===== config.mk =====
export PLATFORM = sky130hd
export DESIGN_NAME = bus_read_scheduler_flat
export DESIGN_NICKNAME = d
export VERILOG_FILES = /design/src/rtl/bus_read_scheduler_pkg.sv /design/src/rtl/bus_read_scheduler_if.sv /design/src/rtl/bus_read_scheduler_rr_arbiter.sv /design/src/rtl/bus_read_scheduler.sv /design/src/flat_wrapper.sv
export SDC_FILE = /design/constraint.sdc
export NUM_CORES = 1
export LEC_CHECK = 0
export CAP_MARGIN = 10
export CORE_MARGIN = 10
export CORE_UTILIZATION = 50
export CTS_CLUSTER_DIAMETER = 100
export DETAILED_ROUTE_END_ITERATION = 10
export GPL_TIMING_DRIVEN = 0
export PLACE_DENSITY = 0.86
export SETUP_SLACK_MARGIN = 0.05
export SLEW_MARGIN = 0
export SYNTH_ARGS = -nofsm -noshare
export SYNTH_HDL_FRONTEND = slang
export SYNTH_SLANG_ARGS = --single-unit

===== constraint.sdc =====
create_clock -name clk -period 4.9 [get_ports clk]
set_clock_uncertainty 0.1 [all_clocks]
set_input_delay 0.735 -clock clk [delete_from_list [all_inputs] [get_ports clk]]
set_output_delay 0.735 -clock clk [all_outputs]
set_load 0.01 [all_outputs]

===== src/rtl/bus_read_scheduler_pkg.sv =====
// ---------------------------------------------------------------------------
// bus_read_scheduler_pkg
// Shared constants and helpers for the bus read scheduler slice.
//   C_LOG_2              : ceiling log2 with a minimum of 1 (tag/counter widths)
//   BUS_FIFO_DEPTH       : default depth of the per-lane fifo_bus_read instances
//   BUS_SCHED_OBUF_DEPTH : entries in the scheduler output buffer
//   obuf_occ_e           : output buffer occupancy encoding
// ---------------------------------------------------------------------------
package bus_read_scheduler_pkg;

    localparam int BUS_FIFO_DEPTH       = 16;
    localparam int BUS_SCHED_OBUF_DEPTH = 2;

    typedef enum logic [1:0] {
        OBUF_EMPTY = 2'd0,
        OBUF_ONE   = 2'd1,
        OBUF_FULL  = 2'd2
    } obuf_occ_e;

    function automatic int C_LOG_2(input int value);
        int r;
        r = 0;
        while ((1 << r) < value) begin
            r = r + 1;
        end
        if (r < 1) begin
            r = 1;
        end
        return r;
    endfunction

endpackage


===== src/rtl/bus_read_scheduler_if.sv =====
// ---------------------------------------------------------------------------
// bus_read_scheduler_if
// Bundles the FIFO-bank side and the consumer side of the read scheduler.
//   fifo_empty   : per-FIFO empty flags (FIFO -> scheduler)
//   fifo_rd_data : per-FIFO read data, FIFO i at [i*DATA_LEN +: DATA_LEN]
//   fifo_rd_en   : one-hot or zero read strobe (scheduler -> FIFO)
//   sched_en     : grant enable
//   out_data/out_id/out_valid : head word of the output buffer
//   out_ready    : consumer accepts head word when out_valid && out_ready
//   busy         : read in flight or output buffer non-empty
// Modports: master = scheduler side, slave = FIFO bank / consumer side.
// ---------------------------------------------------------------------------
interface bus_read_scheduler_if
    import bus_read_scheduler_pkg::*;
#(
    parameter int NUM_FIFOS = 4,
    parameter int DATA_LEN  = 16,
    parameter int ID_LEN    = C_LOG_2(NUM_FIFOS)
);
    logic [NUM_FIFOS-1:0]          fifo_empty;
    logic [NUM_FIFOS*DATA_LEN-1:0] fifo_rd_data;
    logic [NUM_FIFOS-1:0]          fifo_rd_en;
    logic                          sched_en;
    logic [DATA_LEN-1:0]           out_data;
    logic [ID_LEN-1:0]             out_id;
    logic                          out_valid;
    logic                          out_ready;
    logic                          busy;

    modport master (
        input  fifo_empty, fifo_rd_data, sched_en, out_ready,
        output fifo_rd_en, out_data, out_id, out_valid, busy
    );

    modport slave (
        output fifo_empty, fifo_rd_data, sched_en, out_ready,
        input  fifo_rd_en, out_data, out_id, out_valid, busy
    );

endinterface


===== src/rtl/bus_read_scheduler_rr_arbiter.sv =====
// ---------------------------------------------------------------------------
// rr_arbiter
// Combinational round-robin pick: grants the first requesting index at or
// after i_ptr, wrapping modulo N. The pointer register lives in the parent.
//   i_req   : request vector
//   i_ptr   : search start index (must be < N)
//   o_grant : one-hot grant, zero when nothing requests
//   o_idx   : index of the granted requester
//   o_any   : at least one request present
// ---------------------------------------------------------------------------
module rr_arbiter #(
    parameter int N  = 4,
    parameter int IW = 2
) (
    input  logic [N-1:0]  i_req,
    input  logic [IW-1:0] i_ptr,
    output logic [N-1:0]  o_grant,
    output logic [IW-1:0] o_idx,
    output logic          o_any
);

    logic [IW:0]   w_sum;
    logic [IW-1:0] w_idx;

    always_comb begin
        o_grant = '0;
        o_idx   = '0;
        o_any   = 1'b0;
        w_sum   = '0;
        w_idx   = '0;
        for (int k = 0; k < N; k++) begin
            // Walk ptr, ptr+1, ... with an explicit wrap so N need not be a power of two.
            w_sum = {1'b0, i_ptr} + (IW+1)'(k);
            if (w_sum >= (IW+1)'(N)) begin
                w_sum = w_sum - (IW+1)'(N);
            end
            w_idx = w_sum[IW-1:0];
            if (!o_any && i_req[w_idx]) begin
                o_any          = 1'b1;
                o_grant[w_idx] = 1'b1;
                o_idx          = w_idx;
            end
        end
    end

endmodule


===== src/rtl/bus_read_scheduler.sv =====
// ---------------------------------------------------------------------------
// bus_read_scheduler
// Round-robin read scheduler for a bank of bus read FIFOs sharing one
// downstream datapath. Each cycle one non-empty FIFO gets a read strobe, its
// word is captured the following cycle into a 2-entry output buffer and is
// presented on a valid/ready port tagged with the source FIFO index.
//
// Ports:
//   clk  : clock
//   rstn : asynchronous active-low reset
//   bus  : bus_read_scheduler_if.master (FIFO bank + consumer handshake)
//
// Parameters: NUM_FIFOS (>=2), DATA_LEN, ID_LEN, BURST_LEN.
//
// Configuration macro BUS_SCHED_BURST_EN: when defined, the scheduler keeps
// granting the same FIFO for up to BURST_LEN consecutive issues before the
// round-robin pointer moves on; when undefined, pure round robin.
// ---------------------------------------------------------------------------
module bus_read_scheduler
    import bus_read_scheduler_pkg::*;
#(
    parameter int NUM_FIFOS = 4,
    parameter int DATA_LEN  = 16,
    parameter int ID_LEN    = C_LOG_2(NUM_FIFOS),
    parameter int BURST_LEN = 4
) (
    input  logic                 clk,
    input  logic                 rstn,
    bus_read_scheduler_if.master bus
);

    if (NUM_FIFOS < 2 || BURST_LEN < 1) begin : g_cfg_check
        $error("bus_read_scheduler: NUM_FIFOS must be >= 2 and BURST_LEN >= 1");
    end

    function automatic logic [ID_LEN-1:0] idx_inc(input logic [ID_LEN-1:0] v);
        return (v == ID_LEN'(NUM_FIFOS - 1)) ? '0 : v + 1'b1;
    endfunction

    logic [NUM_FIFOS-1:0] w_req;
    logic [NUM_FIFOS-1:0] w_grant;
    logic [ID_LEN-1:0]    w_gidx;
    logic                 w_any;
    logic                 w_pop;
    logic                 w_push;
    logic                 w_issue;
    logic [2:0]           w_level;
    logic [DATA_LEN-1:0]  w_cap_data;
    logic [DATA_LEN-1:0]  w_lane [NUM_FIFOS];
    obuf_occ_e            w_occ_nxt;

    logic [ID_LEN-1:0]    r_ptr;
    logic                 r_inflight_p1;
    logic [ID_LEN-1:0]    r_tag_p1;
    obuf_occ_e            r_occ;
    logic [DATA_LEN-1:0]  r_head_data;
    logic [ID_LEN-1:0]    r_head_id;
    logic [DATA_LEN-1:0]  r_tail_data;
    logic [ID_LEN-1:0]    r_tail_id;
    logic                 r_out_valid;
    logic                 r_busy;

    for (genvar gi = 0; gi < NUM_FIFOS; gi++) begin : g_lane
        assign w_lane[gi] = bus.fifo_rd_data[gi*DATA_LEN +: DATA_LEN];
    end

    // ---- Stage p0: arbitration and read strobe -----------------------------
    assign w_req = ~bus.fifo_empty;

    rr_arbiter #(
        .N  (NUM_FIFOS),
        .IW (ID_LEN)
    ) u_arb (
        .i_req   (w_req),
        .i_ptr   (r_ptr),
        .o_grant (w_grant),
        .o_idx   (w_gidx),
        .o_any   (w_any)
    );

    assign w_pop = r_out_valid && bus.out_ready;

    // Words that will occupy the buffer once this cycle's pop retires; a new
    // read is only allowed if its word is guaranteed a slot.
    assign w_level = 3'(r_occ) + {2'b00, r_inflight_p1} - {2'b00, w_pop};

    // rstn gates the strobe so nothing is consumed from a FIFO while in reset.
    assign w_issue = rstn && bus.sched_en && w_any &&
                     (w_level < 3'(BUS_SCHED_OBUF_DEPTH));

    assign bus.fifo_rd_en = w_issue ? w_grant : '0;

`ifdef BUS_SCHED_BURST_EN
    localparam int BCNT_W = C_LOG_2(BURST_LEN + 1);

    logic [BCNT_W-1:0] r_bcnt;
    logic [ID_LEN-1:0] r_last;
    logic [BCNT_W-1:0] w_bcnt_nxt;
    logic              w_same;

    // The pointer parks on the bursting FIFO so the arbiter re-picks it while
    // it stays eligible; an empty FIFO is skipped naturally by the search.
    assign w_same     = (r_bcnt != '0) && (w_gidx == r_last) &&
                        (r_bcnt < BCNT_W'(BURST_LEN));
    assign w_bcnt_nxt = w_same ? r_bcnt + 1'b1 : BCNT_W'(1);

    always_ff @(posedge clk or negedge rstn) begin
        if (!rstn) begin
            r_ptr  <= '0;
            r_bcnt <= '0;
            r_last <= '0;
        end else if (w_issue) begin
            r_bcnt <= w_bcnt_nxt;
            r_last <= w_gidx;
            r_ptr  <= (w_bcnt_nxt >= BCNT_W'(BURST_LEN)) ? idx_inc(w_gidx) : w_gidx;
        end else if (r_bcnt != '0) begin
            // A cycle without issue ends the burst.
            r_bcnt <= '0;
            r_ptr  <= idx_inc(r_last);
        end
    end
`else
    always_ff @(posedge clk or negedge rstn) begin
        if (!rstn) begin
            r_ptr <= '0;
        end else if (w_issue) begin
            r_ptr <= idx_inc(w_gidx);
        end
    end
`endif

    // ---- Stage p1: read in flight, capture returned word -------------------
    always_ff @(posedge clk or negedge rstn) begin
        if (!rstn) begin
            r_inflight_p1 <= 1'b0;
            r_tag_p1      <= '0;
        end else begin
            r_inflight_p1 <= w_issue;
            if (w_issue) begin
                r_tag_p1 <= w_gidx;
            end
        end
    end

    assign w_push     = r_inflight_p1;
    assign w_cap_data = w_lane[r_tag_p1];

    always_comb begin
        w_occ_nxt = r_occ;
        case ({w_push, w_pop})
            2'b10:   w_occ_nxt = (r_occ == OBUF_EMPTY) ? OBUF_ONE : OBUF_FULL;
            2'b01:   w_occ_nxt = (r_occ == OBUF_FULL) ? OBUF_ONE : OBUF_EMPTY;
            default: w_occ_nxt = r_occ;
        endcase
    end

    // ---- Stage p2: output buffer (head entry drives the outputs) -----------
    always_ff @(posedge clk or negedge rstn) begin
        if (!rstn) begin
            r_occ       <= OBUF_EMPTY;
            r_head_data <= '0;
            r_head_id   <= '0;
            r_tail_data <= '0;
            r_tail_id   <= '0;
            r_out_valid <= 1'b0;
            r_busy      <= 1'b0;
        end else begin
            r_occ       <= w_occ_nxt;
            r_out_valid <= (w_occ_nxt != OBUF_EMPTY);
            r_busy      <= w_issue || (w_occ_nxt != OBUF_EMPTY);
            if (w_pop && !w_push) begin
                r_head_data <= r_tail_data;
                r_head_id   <= r_tail_id;
            end else if (w_push && !w_pop) begin
                if (r_occ == OBUF_EMPTY) begin
                    r_head_data <= w_cap_data;
                    r_head_id   <= r_tag_p1;
                end else begin
                    r_tail_data <= w_cap_data;
                    r_tail_id   <= r_tag_p1;
                end
            end else if (w_push && w_pop) begin
                // Occupancy is unchanged: the new word lands behind whatever
                // remains after the head leaves.
                if (r_occ == OBUF_ONE) begin
                    r_head_data <= w_cap_data;
                    r_head_id   <= r_tag_p1;
                end else begin
                    r_head_data <= r_tail_data;
                    r_head_id   <= r_tail_id;
                    r_tail_data <= w_cap_data;
                    r_tail_id   <= r_tag_p1;
                end
            end
        end
    end

    assign bus.out_data  = r_head_data;
    assign bus.out_id    = r_head_id;
    assign bus.out_valid = r_out_valid;
    assign bus.busy      = r_busy;

endmodule


===== src/flat_wrapper.sv =====
// flat-port wrapper written by rule: the top's interface ports become plain ports
module bus_read_scheduler_flat import bus_read_scheduler_pkg::*;
#(
    parameter int NUM_FIFOS = 4,
    parameter int DATA_LEN  = 16,
    parameter int ID_LEN    = C_LOG_2(NUM_FIFOS),
    parameter int BURST_LEN = 4
)
  (clk, rstn, bus_fifo_empty, bus_fifo_rd_data, bus_sched_en, bus_out_ready, bus_fifo_rd_en, bus_out_data, bus_out_id, bus_out_valid, bus_busy);
  bus_read_scheduler_if #(.NUM_FIFOS(NUM_FIFOS), .DATA_LEN(DATA_LEN), .ID_LEN(ID_LEN)) bus_i ();
  input  logic clk;
  input  logic rstn;
  input wire logic [$bits(bus_i.fifo_empty)-1:0] bus_fifo_empty;
  input wire logic [$bits(bus_i.fifo_rd_data)-1:0] bus_fifo_rd_data;
  input wire logic [$bits(bus_i.sched_en)-1:0] bus_sched_en;
  input wire logic [$bits(bus_i.out_ready)-1:0] bus_out_ready;
  output wire logic [$bits(bus_i.fifo_rd_en)-1:0] bus_fifo_rd_en;
  output wire logic [$bits(bus_i.out_data)-1:0] bus_out_data;
  output wire logic [$bits(bus_i.out_id)-1:0] bus_out_id;
  output wire logic [$bits(bus_i.out_valid)-1:0] bus_out_valid;
  output wire logic [$bits(bus_i.busy)-1:0] bus_busy;
  assign bus_i.fifo_empty = bus_fifo_empty;
  assign bus_i.fifo_rd_data = bus_fifo_rd_data;
  assign bus_i.sched_en = bus_sched_en;
  assign bus_i.out_ready = bus_out_ready;
  assign bus_fifo_rd_en = bus_i.fifo_rd_en;
  assign bus_out_data = bus_i.out_data;
  assign bus_out_id = bus_i.out_id;
  assign bus_out_valid = bus_i.out_valid;
  assign bus_busy = bus_i.busy;
  bus_read_scheduler #(.NUM_FIFOS(NUM_FIFOS), .DATA_LEN(DATA_LEN), .ID_LEN(ID_LEN), .BURST_LEN(BURST_LEN)) u_core (.clk(clk), .rstn(rstn), .bus(bus_i));
endmodule

# After elaboration in Yosys (flattened, before gate mapping)
# Index checks and enable logic that the tools add are counted.
[op_classes]
addsub = 10
n_lt_le_gt_ge = 14
n_eq_ne = 8
muxes = 58
bitwise_logic = 6
reduce_logical = 26
[op_table]
columns = ["cell", "count"]
rows = [
  ["2-to-1 mux 16 bit", 11],
  ["2-to-1 mux 2 bit", 19],
  ["binary-select mux 16 bit (select 2 bit)", 1],
  ["2-to-1 mux 4 bit", 5],
  ["logical AND 1 bit", 14],
  ["2-to-1 mux 1 bit", 13],
  ["greater-or-equal comparator 3 bit (second input constant)", 4],
  ["< comparator 2 x 3 -> 1 bit (second input constant)", 4],
  ["OR 4 bit", 3],
  ["binary-select mux 1 bit (select 2 bit)", 4],
  ["demux 1 bit (select 2 bit)", 4],
  ["greater-or-equal comparator 2 x 1 -> 1 bit (second input constant)", 4],
  ["subtractor 2 x 1 -> 2 bit (second input constant)", 4],
  ["adder 2 x 2 -> 3 bit (second input constant)", 2],
  ["equality test 2 bit (second input constant)", 3],
  ["zero test 1 bit", 5],
  ["equality test 2 x 1 -> 1 bit (second input constant)", 2],
  ["NOT 4 bit", 1],
  ["case mux 2 bit (2 select lines)", 1],
  ["AND reduction 4 bit", 1],
  ["nonzero test 2 bit", 2],
  ["adder 2 x 1 -> 3 bit", 1],
  ["adder 2 x 1 -> 3 bit (second input constant)", 1],
  ["greater-or-equal comparator 2 x 3 -> 1 bit (second input constant)", 1],
  ["12 further kinds", 12],
]
[totals]
register_bits = 45
in_bits = 72

# Depth between registers and ports, before layout
# Gate-level depths: netlist (run 1).
[depth]
ltp_word = 17
mapped_depth = 10
mapped_depth_nobuf = 10

# By module
# A second synthesis (run 1) with hierarchy kept.
[unflattened]
cells_unflattened = 229
hier_area_um2 = 2849.0
[by_module_without_submodules]
columns = ["mod", "n_inst", "cells_each", "area_each_um2"]
rows = [
  ["bus_read_scheduler", 1, 184, 2427.3],
  ["rr_arbiter", 1, 45, 421.7],
]

# Least setup slack after synthesis (run 1)
# No wires, ideal clock.
[synth_path]
path_kind = "input -> output"
start = "input port bus_out_ready"
end = "output port bus_fifo_rd_en[0]"
arrival_time_ns = 2.319
slack_ns = 1.746
stages = 7
path_buffers = 0
path_cell_list = "nand2_1 -> ha_1 -> nand2_1 -> fa_1 -> and3_1 -> nand3_1 -> a21oi_1"
[synth_between]
elab_chain_len = 5
[synth_rtl]
columns = ["item", "line_no", "source"]
rows = [
  ["from (decl)", "flat_wrapper.sv:16", "input wire logic [$bits(bus_i.out_ready)-1:0] bus_out_ready;"],
  ["logical AND 1 bit", "bus_read_scheduler.sv:81", "assign w_pop = r_out_valid && bus.out_ready;"],
  ["subtractor 3 x 1 -> 3 bit", "bus_read_scheduler.sv:85", "assign w_level = 3'(r_occ) + {2'b00, r_inflight_p1} - {2'b00, w_pop};"],
  ["< comparator 3 x 2 -> 1 bit", "bus_read_scheduler.sv:89", "(w_level < 3'(BUS_SCHED_OBUF_DEPTH));"],
  ["logical AND 1 bit", "bus_read_scheduler.sv:88", "assign w_issue = rstn && bus.sched_en && w_any &&"],
  ["2-to-1 mux 4 bit", "bus_read_scheduler.sv:91", "assign bus.fifo_rd_en = w_issue ? w_grant : '0;"],
  ["to (decl)", "flat_wrapper.sv:17", "output wire logic [$bits(bus_i.fifo_rd_en)-1:0] bus_fifo_rd_en;"],
]
# Every way passes these cells.

# Worst setup path in the final report (run 1)
[layout_path]
start = "input port bus_out_ready"
end = "output port bus_fifo_rd_en[3]"
# Same word-level chain as after synthesis.

==> reports/metrics.yaml, run 1 <==
setup_path:
  critPathMaxFanout: 7
  arrival_ps: 3470
  cp.depth: 9
  reg2reg_depth: 9
  startpoint: "bus_out_ready"
  endpoint_kind: "primary output"
  r2r_start: "u_core.r_ptr[0]"
  r2r_end: "u_core.r_ptr[1]"
  crit_type: "primary input to primary output"
  critical_path.top_delay_family: "buffers and inverters"
  rrSetupSlack_ps: 1800
  start_kind: "primary input"
  endpoint: "bus_fifo_rd_en[3]"
  required_ps: 4070
  crit_chain: "clkdlybuf4s50_1, nand2_1, ha_1, nand2_1, fa_1, and3_1, nand3_1, a21oi_1, clkdlybuf4s50_1"
  max_stage_delay_ps: 560
  crit_buf_inv: 2
  cp_slowest_cell: "clkdlybuf4s50_1"
grt:
  grt_max_degree: 25
  grt_pass1_vias: 2638
  track_usage: 0.179
  antenna_found_initial: 0
  grt_pass1_wl_um: 14000
  grt_overflow: 0
drt:
  postRouteAntennaNets: 0
  routedWlPerCell_um: 18.9
  route.detailed.drc: 0
  viasPerCell: 5.66
  first_iter_violations: 111
  drt_wl_total_um: 8500
  via_count: 2546
  firstDrtPassIters: 4
synth:
  synth.area.top_cells: "dfrtp_1, mux4_2, mux2i_1"
  synth_cell_types: 41
  synth-seq-cells: 45
  synth_top_cell_area_share: 0.378
  yosysSeqAreaShare: 0.378
  yosys_warnings: 0
  syn_area_um2: 2980
  syn_nets: 357
  avgSynthCellArea_um2: 11.0
  postSynthCellCount: 271
  post-synth-top-area-cell: "dfrtp_1"
sta:
  holdWs_ps: 323
  slew_viol_final: 0
  max_freq_mhz: 233
  slew_headroom: 0.580
  post-route-min-period_ps: 4300
  grt_setup_unrepaired: "no"
  tns_ps: 0
  setup_viol_count_final: 0
  finalHoldViolCount: 0
  finalCritPeriodShare: 0.878
  tightest_slew_ps: 630
power_and_ir_drop:
  p_sw_w: 0.000938
  power_density_nw_per_um2: 562
  intPower_w: 0.00138
  peakVddDrop_mv: 0.258
  leakage_nw: 1.72
  switching_share: 0.405
  combinationalPowerShare: 0.617
  p_clk_frac: 0.096
  seq_power_share: 0.287
cells_and_area:
  area_growth_pct: 38.6
  mostFrequentLayoutCells: "clkdlybuf4s50_1, dfrtp_1, o21ai_0, nand2_1, mux2i_1"
  layout-drive-gt1-share: 0.173
  n_antenna_cell: 0
  layout_commonest_cell: "clkdlybuf4s50_1"
  final_nets: 460
  fin_area_um2: 4130
  final_core_util: 0.706
floorplan:
  coreArea_um2: 5850
  dieHeight_um: 97.2
  num_io_pins: 96
  dieWidth_um: 97.2
  dieArea_um2: 9440
  num_rows: 28
  start_util: 0.509
cts:
  cts_buffers: 5
  cts_buffer_depth: 2
  ctsResizeCount: 0
  cts_root_buf: "clkbuf_8"
  clk_pin_slew_ps: 80
  insertion_delay_ps: 300
  holdBufCountCts: 0
  clock-sinks: 45
  cts_tree: "yes"
  cts_setup_buffers: 0
  h-tree-depth: 2
placement:
  place_area_um2: 4050
  hpwl_um: 6520
  portBuffers: 95
  routabilityCongestion: 0.878
run_status:
  outcome: "completed"
flow_run:
  maxCapViolations: 0
worst_hold_path:
  min_path_type: "primary input to asynchronous set/reset pin"
[through the flow]
step	setup slack (ps)	total power (W)	cells
6_report	599	0.00232	450
5_1_grt	396	0.00249	450
4_1_cts	586	0.00233	450
3_5_place_dp	591	0.00209	442
3_3_place_gp	40.4	0.00202	441
2_1_floorplan	1750	0.00161	271
[power by group through the flow]
stage	Sequential (W)	Combinational (W)	Clock, W
2_1_floorplan	0.000680	0.000929	0
3_3_place_gp	0.000652	0.00137	0
3_5_place_dp	0.000669	0.00143	0
4_1_cts	0.000663	0.00144	0.000228
5_1_grt	0.000683	0.00156	0.000242
6_report	0.000665	0.00143	0.000223
[cell families after synthesis]
group,share of synthesized area
AND/OR/NAND/NOR,0.103
multiplexers,0.295
buffers and inverters,0.0454
adder cells (fa/ha/maj),0.0613
flip-flops,0.378
AO/OA/AOI/OAI,0.111
XOR/XNOR,0.00588
[worst min-delay path by stage]
stage / from / end / slack, ps
final: rstn / u_core.bus.out_data[3] / 320
after global routing: rstn / u_core.bus.out_data[7] / 360
after CTS: rstn / u_core.bus.out_data[7] / 330
after detailed placement: u_core.bus.out_data[4] / u_core.bus.out_data[4] / 370
after global placement: u_core.bus.out_data[10] / u_core.bus.out_data[10] / 360
after floorplan: rstn / u_core.bus.busy / 340
[final cells by class]
type	count	area [µm²]
buffer	19	93.8
fill	400	1720
sequential	45	1130
tap	75	93.8
timing repair buffer	96	973
multi-input combinational	196	1720
clock inverter	2	10.0
inverter	11	41.3
clock buffer	6	72.6
[synth_stat cells (all sizes together)]
| cell | number |
|---|---|
| dfrtp | 45 |
| o21ai | 33 |
| nand2 | 29 |
| mux2i | 26 |
| mux2 | 19 |
| mux4 | 18 |
| buf | 14 |
| ha | 13 |
| a21oi | 12 |
| inv | 11 |
| clkbuf | 5 |
| nand2b | 5 |
| nand3b | 5 |
| and3 | 4 |
| nand3 | 4 |
| nor2 | 3 |
| o21a | 3 |
| a22oi | 2 |
| nor3 | 2 |
| xnor2 | 2 |
| a211o | 1 |
| a21o | 1 |
| a311oi | 1 |
| a41o | 1 |
| and2 | 1 |
| and2b | 1 |
| fa | 1 |
| nand4 | 1 |
| nor3b | 1 |
| nor4bb | 1 |
| o2111ai | 1 |
| o211ai | 1 |
| o22ai | 1 |
| or2 | 1 |
| or3 | 1 |
| or3b | 1 |
[per-layer routing]
metal	vias to the layer above	GRT usage	wire (µm)
met5	-	0	0
met4	0	0.0499	100
met3	6	0.0277	335
met2	72	0.325	4530
met1	1273	0.210	3530
li1	1195	-	-
[registers in the layout (all words and copies together), names as in the netlist]
name and count:
u_core.r_occ 2, u_core.bus.out_valid 1, u_core.r_tail_id 2, u_core.bus.out_data 16, u_core.bus.out_id 2, u_core.r_ptr 2, u_core.r_tail_data 16, u_core.bus.busy 1
u_core.r_inflight_p1 1, u_core.r_tag_p1 2
Note: power is estimated with default switching activity, not from simulation.
==> run 2: changes to the inputs <==
CORE_MARGIN = 3   (was 10)
CORE_UTILIZATION = 52   (was 50)
CTS_BUF_LIST = sky130_fd_sc_hd__clkbuf_2 sky130_fd_sc_hd__clkbuf_4 sky130_fd_sc_hd__clkbuf_8   (was not set)
PLACE_DENSITY = 0.89   (was 0.86)
==> reports/metrics.yaml, run 2 (synthesis gave the netlist of run 1 again) <==
setup_path:
  cp_slowest_cell: "clkdlybuf4s50_1"
  max_stage_delay_ps: 560
  crit_type: "primary input to primary output"
  endpoint_kind: "primary output"
  crit_chain: "clkdlybuf4s50_1, nand2_1, ha_1, nand2_1, fa_1, and3_1, nand3_1, a21oi_1, clkdlybuf4s50_1"
  required_ps: 4070
  critPathMaxFanout: 7
  start_kind: "primary input"
  arrival_ps: 3510
cts:
  holdBufCountCts: 0
  cts_buffer_depth: 2
  cts_tree: "yes"
  cts_root_buf: "clkbuf_8"
  insertion_delay_ps: 300
  cts_buffers: 5
  ctsResizeCount: 0
  clock-sinks: 45
  h-tree-depth: 2
  clk_pin_slew_ps: 80
  cts_setup_buffers: 0
run_status:
  outcome: "completed"
placement:
  portBuffers: 95
  routabilityCongestion: 0.886
  hpwl_um: 6170
sta:
  setup_viol_count_final: 0
  slew_headroom: 0.607
  finalCritPeriodShare: 0.887
  max_freq_mhz: 230
  grt_setup_unrepaired: "no"
  post-route-min-period_ps: 4350
  slew_viol_final: 0
  tns_ps: 0
  tightest_slew_ps: 589
  finalHoldViolCount: 0
floorplan:
  num_rows: 26
  dieHeight_um: 81.7
  num_io_pins: 96
  coreArea_um2: 5340
  start_util: 0.558
  dieArea_um2: 6670
  dieWidth_um: 81.7
grt:
  grt_max_degree: 25
  grt_pass1_vias: 2552
  grt_pass1_wl_um: 12300
  antenna_found_initial: 0
  track_usage: 0.250
  grt_overflow: 0
drt:
  route.detailed.drc: 0
  firstDrtPassIters: 4
  drt_wl_total_um: 7980
  first_iter_violations: 111
  routedWlPerCell_um: 17.9
  via_count: 2555
  postRouteAntennaNets: 0
  viasPerCell: 5.74
cells_and_area:
  final_nets: 460
  n_antenna_cell: 0
  layout_commonest_cell: "clkdlybuf4s50_1"
  area_growth_pct: 39.5
  mostFrequentLayoutCells: "clkdlybuf4s50_1, dfrtp_1, o21ai_0, nand2_1, mux2i_1"
  layout-drive-gt1-share: 0.176
power_and_ir_drop:
  total_power_w: 0.00237
  peakVddDrop_mv: 0.321
  leakage_nw: 1.74
  power_density_nw_per_um2: 571
flow_run:
  maxCapViolations: 0
worst_hold_path:
  min_path_type: "primary input to asynchronous set/reset pin"
-- run 2: cell type report --
| class | count | area, µm² |
|---|---|---|
| multi-input combinational | 196 | 1720 |
| fill | 339 | 1180 |
| sequential | 45 | 1130 |
| timing repair buffer | 96 | 973 |
| buffer | 19 | 93.8 |
| tap | 70 | 87.6 |
| clock buffer | 6 | 76.3 |
| inverter | 11 | 41.3 |
| clock inverter | 2 | 38.8 |
-- run 2: critical path: cells and delay by family --
family                   cells  cell delay (ps)
AO/OA/AOI/OAI                1              210
AND/OR/NAND/NOR              4              620
adder cells (fa/ha/maj)      2              930
buffers and inverters        2             1010
-- run 2: final timing paths --
path                                              from                     end  slack, ps  cells after the start
worst max register to register         u_core.r_ptr[0]         u_core.r_ptr[1]       1840                      9
min in group clk                u_core.bus.out_data[5]  u_core.bus.out_data[5]        390                      2
worst max-delay path                     bus_out_ready       bus_fifo_rd_en[0]        550                      9
max in group asynchronous                         rstn    u_core.r_inflight_p1       3860                      2
worst min register to register  u_core.bus.out_data[5]  u_core.bus.out_data[5]        390                      2
worst min-delay path                              rstn  u_core.bus.out_data[5]        320                      1
-- run 2: metrics by stage --
| stage | utilization | hold slack (ps) | setup WS, ps | cells | area (µm²) |
|---|---|---|---|---|---|
| finish | 0.779 | 320 | 552 | 445 | 4150 |
| global route | 0.779 | 347 | 365 | 445 | 4150 |
| CTS | 0.779 | 331 | 544 | 445 | 4150 |
| detailed placement | 0.757 | 371 | 575 | 437 | 4040 |
| global placement | 0.753 | 362 | 87.3 | 436 | 4020 |
| floorplan | - | 339 | 1750 | 271 | 2980 |
-- run 2: power by group --
group	switching, W	internal, W
Sequential	0.000110	0.000554
Clock	0.000126	0.000159
Combinational	0.000695	0.000728
Total	0.000931	0.00144
-- run 2: metal layers --
layer  wire length (µm)  share of wire  global-route usage
met4                125          0.016              0.0698
met2               4330           0.54               0.461
met1               2940           0.37               0.285
met3                588          0.074              0.0625
met5                  0              0                   0
==> run 3: changes to the inputs <==
SLEW_MARGIN = 20   (was 0)
==> results of run 3 <==
The final DEF is identical to that of run 2; final timing and power are the same.
